File: config.mk
export PLATFORM = sky130hd
export DESIGN_NAME = mem_arbiter
export DESIGN_NICKNAME = d
export VERILOG_FILES = /design/src/rtl/mem_arbiter_pkg.sv /design/src/rtl/arb_burst_counter.sv /design/src/rtl/mem_arbiter.sv
export SDC_FILE = /design/constraint.sdc
export NUM_CORES = 1
export LEC_CHECK = 0
export ABC_AREA = 1
export CORE_ASPECT_RATIO = 0.9
export CORE_MARGIN = 2
export CORE_UTILIZATION = 31
export CTS_BUF_LIST = sky130_fd_sc_hd__clkbuf_8
export DETAILED_ROUTE_END_ITERATION = 8
export GPL_ROUTABILITY_DRIVEN = 0
export MAX_ROUTING_LAYER = met4
export PLACE_DENSITY = 0.89
export SYNTH_ARGS = -nofsm -noshare
export SYNTH_HDL_FRONTEND = slang
export SYNTH_SLANG_ARGS = --single-unit
File: constraint.sdc
create_clock -name clk -period 3.14 [get_ports clk]
set_input_delay 0.471 -clock clk [delete_from_list [all_inputs] [get_ports clk]]
set_output_delay 0.471 -clock clk [all_outputs]
set_load 0.03 [all_outputs]
File: src/rtl/mem_arbiter_pkg.sv
// Shared widths, burst limit and FSM state encoding for the two-port memory arbiter.
package mem_arbiter_pkg;

  localparam int unsigned ADDR_WIDTH    = 16;
  localparam int unsigned REG_WIDTH     = 8;
  localparam int unsigned MAX_BURST_DEF = 8;

  // The state names the current owner; StIdle doubles as "no owner" for grant and read tags.
  typedef enum logic [1:0] {
    StIdle = 2'd0,
    StHost = 2'd1,
    StCore = 2'd2
  } arb_state_e;

  function automatic int unsigned cnt_width(input int unsigned max_val);
    return (max_val < 1) ? 1 : $clog2(max_val + 1);
  endfunction

endpackage

File: src/rtl/arb_burst_counter.sv
// Saturating burst counter: clear restarts the count, clear with increment loads one.
module arb_burst_counter
  import mem_arbiter_pkg::*;
#(
  parameter int unsigned Max   = MAX_BURST_DEF,
  parameter int unsigned Width = cnt_width(Max)
) (
  input  logic             clk_i,
  input  logic             reset_i,
  input  logic             clr_i,
  input  logic             inc_i,
  output logic [Width-1:0] cnt_o
);

  localparam logic [Width-1:0] MaxVal = Width'(Max);

  logic [Width-1:0] cnt_d, cnt_q;

  always_comb begin
    cnt_d = cnt_q;
    if (clr_i) begin
      cnt_d = inc_i ? Width'(1) : '0;
    end else if (inc_i && (cnt_q < MaxVal)) begin
      cnt_d = cnt_q + 1'b1;
    end
  end

  always_ff @(posedge clk_i) begin
    if (reset_i) begin
      cnt_q <= '0;
    end else begin
      cnt_q <= cnt_d;
    end
  end

  assign cnt_o = cnt_q;

endmodule

File: src/rtl/mem_arbiter.sv
// Host/core arbiter for a single synchronous memory port with bounded bursts and
// owner-tagged read return.
module mem_arbiter
  import mem_arbiter_pkg::*;
#(
  parameter int unsigned MAX_BURST = MAX_BURST_DEF,
  parameter int unsigned ADDR_W    = ADDR_WIDTH,
  parameter int unsigned DATA_W    = REG_WIDTH
) (
  input  logic              clk,
  input  logic              reset,
  input  logic              core_en,
  input  logic              host_req,
  input  logic              host_we,
  input  logic [ADDR_W-1:0] host_addr,
  input  logic [DATA_W-1:0] host_din,
  input  logic              core_req,
  input  logic              core_we,
  input  logic [ADDR_W-1:0] core_addr,
  input  logic [DATA_W-1:0] core_din,
  output logic              host_gnt,
  output logic              core_gnt,
  output logic              host_rvalid,
  output logic              core_rvalid,
  output logic [DATA_W-1:0] host_rdata,
  output logic [DATA_W-1:0] core_rdata,
  output logic              core_stall,
  output logic              mem_we,
  output logic [ADDR_W-1:0] mem_addr,
  output logic [DATA_W-1:0] mem_din,
  input  logic [DATA_W-1:0] mem_dout
);

  localparam int unsigned CntW = cnt_width(MAX_BURST);

  arb_state_e      state_d, state_q;
  arb_state_e      pend_d, pend_q;
  arb_state_e      grant;
  logic [CntW-1:0] burst_cnt;
  logic            burst_full;
  logic            core_want;

  // A core request only counts while the CPU is running.
  assign core_want  = core_req & core_en;
  assign burst_full = (burst_cnt == CntW'(MAX_BURST));

  always_comb begin
    grant = StIdle;
    unique case (state_q)
      StIdle: begin
        if (core_want)     grant = StCore;
        else if (host_req) grant = StHost;
      end
      StCore: begin
        if (core_want && (!burst_full || !host_req)) grant = StCore;
        else if (host_req)                           grant = StHost;
      end
      StHost: begin
        if (host_req && (!burst_full || !core_want)) grant = StHost;
        else if (core_want)                          grant = StCore;
      end
      default: grant = StIdle;
    endcase
    if (reset) grant = StIdle;
    state_d = grant;
  end

  always_comb begin
    mem_we   = 1'b0;
    mem_addr = '0;
    mem_din  = '0;
    unique case (grant)
      StHost: begin
        mem_we   = host_we;
        mem_addr = host_addr;
        mem_din  = host_din;
      end
      StCore: begin
        mem_we   = core_we;
        mem_addr = core_addr;
        mem_din  = core_din;
      end
      default: ;
    endcase
  end

  assign host_gnt   = (grant == StHost);
  assign core_gnt   = (grant == StCore);
  assign core_stall = core_req & ~core_gnt & ~reset;

  // Tag a granted read with its owner so the returning data is routed for one cycle only.
  assign pend_d = ((grant != StIdle) && !mem_we) ? grant : StIdle;

  always_ff @(posedge clk) begin
    if (reset) begin
      state_q <= StIdle;
      pend_q  <= StIdle;
    end else begin
      state_q <= state_d;
      pend_q  <= pend_d;
    end
  end

  arb_burst_counter #(
    .Max   (MAX_BURST),
    .Width (CntW)
  ) u_burst_counter (
    .clk_i   (clk),
    .reset_i (reset),
    .clr_i   ((grant != state_q) || (grant == StIdle)),
    .inc_i   (grant != StIdle),
    .cnt_o   (burst_cnt)
  );

  // mem_dout is the memory's own registered output; a reset cycle suppresses a pending return.
  assign host_rvalid = (pend_q == StHost) & ~reset;
  assign core_rvalid = (pend_q == StCore) & ~reset;
  assign host_rdata  = host_rvalid ? mem_dout : '0;
  assign core_rdata  = core_rvalid ? mem_dout : '0;

endmodule

==> key figures <==
Global routing
  – Antenna violations before repair: 0
  – All-Layer GR Usage: 20.2%
  – Vias in the first global route: 1,355
  – Grt total ovfl: 0
  – Largest net degree at the start of global routing: 26
  – First-pass GRT wire length: 5860 microns

Routing
  – Via count: 1,467
  – Routed vias/inst: 4.49
  – DR pass1 iterations: 5
  – Initial DRC count: 49
  – DRC viols: 0
  – WL final: 3480 microns
  – DR WL/cell: 10.6 microns
  – ANT nets after route: 0

Layout
  – Number of antenna repair diodes: 0
  – Layout fillers: 274
  – Final Core Density: 67.7%
  – Total Nets Final: 355
  – Share of cells above drive strength 1: 18.2%
  – Area growth from synthesis to layout: 110%

CTS
  – CTS tree: yes
  – Hold_buf cts: 0
  – Clock latency on the worst-skew pair: 230 ps
  – Clk root buf: clkbuf_8
  – Clock buffer depth: 2
  – CTS sink count: 8
  – Post-CTS sizing: 0
  – Post-CTS Setup Bufs: 0
  – Clock Pin Slew Worst Setup and Hold Paths: 40 ps
  – Cts bufs inserted: 3
  – H-tree depth: 1

Power and ir drop
  – Peak VDD IR: 0.000108 V
  – Pwr/cell area: 205 nW/um^2
  – Pleak: 0.911 nW

Synthesis
  – Cells after Synth: 180
  – Synth top area share: 21.8%
  – Most frequent cell after synthesis: nand2_1
  – Number of enable flip-flop cells after synthesis: 0
  – Area leader, netlist: nand2_1
  – Flops & latches, synth: 8
  – Syn_nets: 248
  – Top FF cell, synth: dfxtp_1
  – Top cells by instance count after synthesis: nand2_1 (57), a21oi_1 (25), nor2_1 (24), inv_1 (22), dfxtp_1 (8)
  – Synthesized cell area: 980 sq um
  – Synth Area per Inst: 5.44 sq um
  – Main area contributors after synthesis: nand2_1 (22%), dfxtp_1 (16%), a21oi_1 (13%), nor2_1 (9.2%), inv_1 (8.4%)
  – Synth unique cells: 22
  – Sequential fraction of the synthesis area: 16.3%
  – Ys async rst share: 0%
  – Synth warn: 0

Run
  – Max cap viols: 0

STA
  – Final cycle utilization of the critical path: 92.3%
  – RSZ-0062 raised after global routing: false
  – Count of pins over their slew limit: 0
  – Hold Vio Cnt, Final: 0
  – FMAX: 345 MHz
  – Final setup viols: 0
  – Tmin final: 2900 ps
  – Layout Skew: 2.57 ps
  – Setup TNS: 0 ps
  – Least-Margin Pin Slew: 384 ps
  – Slew headroom: 74.4%

Placed design
  – Post-detail-place hpwl: 2910 microns
  – Buffers on Ports: 108

Worst setup path
  – CP Launch Type: input port
  – CP Capture Type: output port
  – Crit Path Class: input port to output port
  – Worst EP arrival: 2430 ps
  – Crit path max fanout: 19
  – WP data required: 2670 ps

Floorplanning
  – Row cnt: 19
  – Initial core utilization: 32.2%
  – Die Y-Extent: 57.3 microns
  – Die footprint: 3630 sq um
  – Core Box Area: 3040 sq um
  – Die X-Extent: 63.3 microns
  – I/O pin cnt: 109

Hold path
  – Worst hold path class: flip-flop to flip-flop

Run status
  – Status: complete, no violations
cell usage in the layout, fill, tap and decap left out:
cell             synthesis  final
o211ai_1                 2      2
nand4_2                  1      1
inv_2                    4      4
nor2_2                   1      1
nor2_1                  24     24
clkbuf_8                 0      3
nand3_1                  6      6
nor3_1                   1      1
ha_1                     5      5
nand2_2                  7      7
inv_1                   22     22
o21ai_2                  1      1
o21ai_0                  1      1
nand2_4                  2      2
buf_4                    0     31
clkdlybuf4s50_1          0     80
a21oi_1                 25     25
or2_1                    1      1
dfxtp_1                  8      8
nand2_1                 57     57
xor2_1                   1      1
nand3_2                  2      2
power breakdown:
part | total [W] | switching [W] | internal [W]
sequential | 0.000108 | 0.00000266 | 0.000105
clock | 0.000122 | 0.0000387 | 0.0000829
combinational | 0.000194 | 0.0000900 | 0.000104
flip-flops by register name, summed over array words and instances, names as in the netlist:
register,cells
state_q,2
u_burst_counter.cnt_o,4
pend_q,2
layout make-up:
class	instances	area [sq um]	share of cell area, %
sequential	8	160	7.77
multi-input combinational	137	676	32.8
inverter	26	97.6	4.74
tap	42	52.6	2.55
timing repair buffer	111	1030	50.2
clock buffer	3	41.3	2.00
through the flow:
| stage | area (sq um) | hold slack, ps | setup WS, ps | cells | power [W] |
|---|---|---|---|---|---|
| after floorplan | 980 | 547 | 329 | 180 | 0.000194 |
| after global placement | 2020 | 567 | 339 | 324 | 0.000302 |
| after detailed placement | 2020 | 574 | 261 | 324 | 0.000304 |
| after CTS | 2060 | 580 | 254 | 327 | 0.000428 |
| after global routing | 2060 | 634 | 78.0 | 327 | 0.000452 |
| final | 2060 | 586 | 243 | 327 | 0.000423 |
path summary, 6_finish.rpt:
kind	startpoint	to	slack [ps]	cells after the start
hold / removal	u_burst_counter.cnt_o[2]$_SDFFE_PP0P_	u_burst_counter.cnt_o[2]$_SDFFE_PP0P_	590	3
setup / recovery	reset	mem_addr[5]	240	11
setup reg to reg	u_burst_counter.cnt_o[0]$_SDFFE_PP0P_	pend_q[1]$_SDFF_PP0_	1010	11
hold reg to reg	u_burst_counter.cnt_o[2]$_SDFFE_PP0P_	u_burst_counter.cnt_o[2]$_SDFFE_PP0P_	590	3
critical path: stages:
cell and delay, ps:
clkdlybuf4s50_1 460, inv_2 100, o21ai_2 70, nor2_2 160, nand2_4 90, inv_1 60, ha_1 310, buf_4 280
nand2_1 70, a21oi_1 160, buf_4 180
layer usage:
metal | track usage [%] | vias to the layer above | wire (microns) | share of wire [%]
met1 | 22.6 | 621 | 1420 | 41
li1 | - | 764 | - | -
met3 | 5.52 | 4 | 320 | 9.2
met2 | 35.1 | 78 | 1700 | 49
met4 | 6.83 | 0 | 32 | 0.92
met5 | - | - | 0 | 0
logic make-up (layout without fill, tap and decap cells):
group / count (synthesis) / count (layout) / synth area share, %
AOI/OAI and AO/OA: 29 / 29 / 15.7
xor gates and xnor gates: 1 / 1 / 0.894
adders and majority gates: 5 / 5 / 6.39
buffers and inverters: 35 / 140 / 14.7
DFF: 8 / 8 / 16.3
and+or+nand+nor: 102 / 102 / 46.0
(Power assumes the default switching activity.)
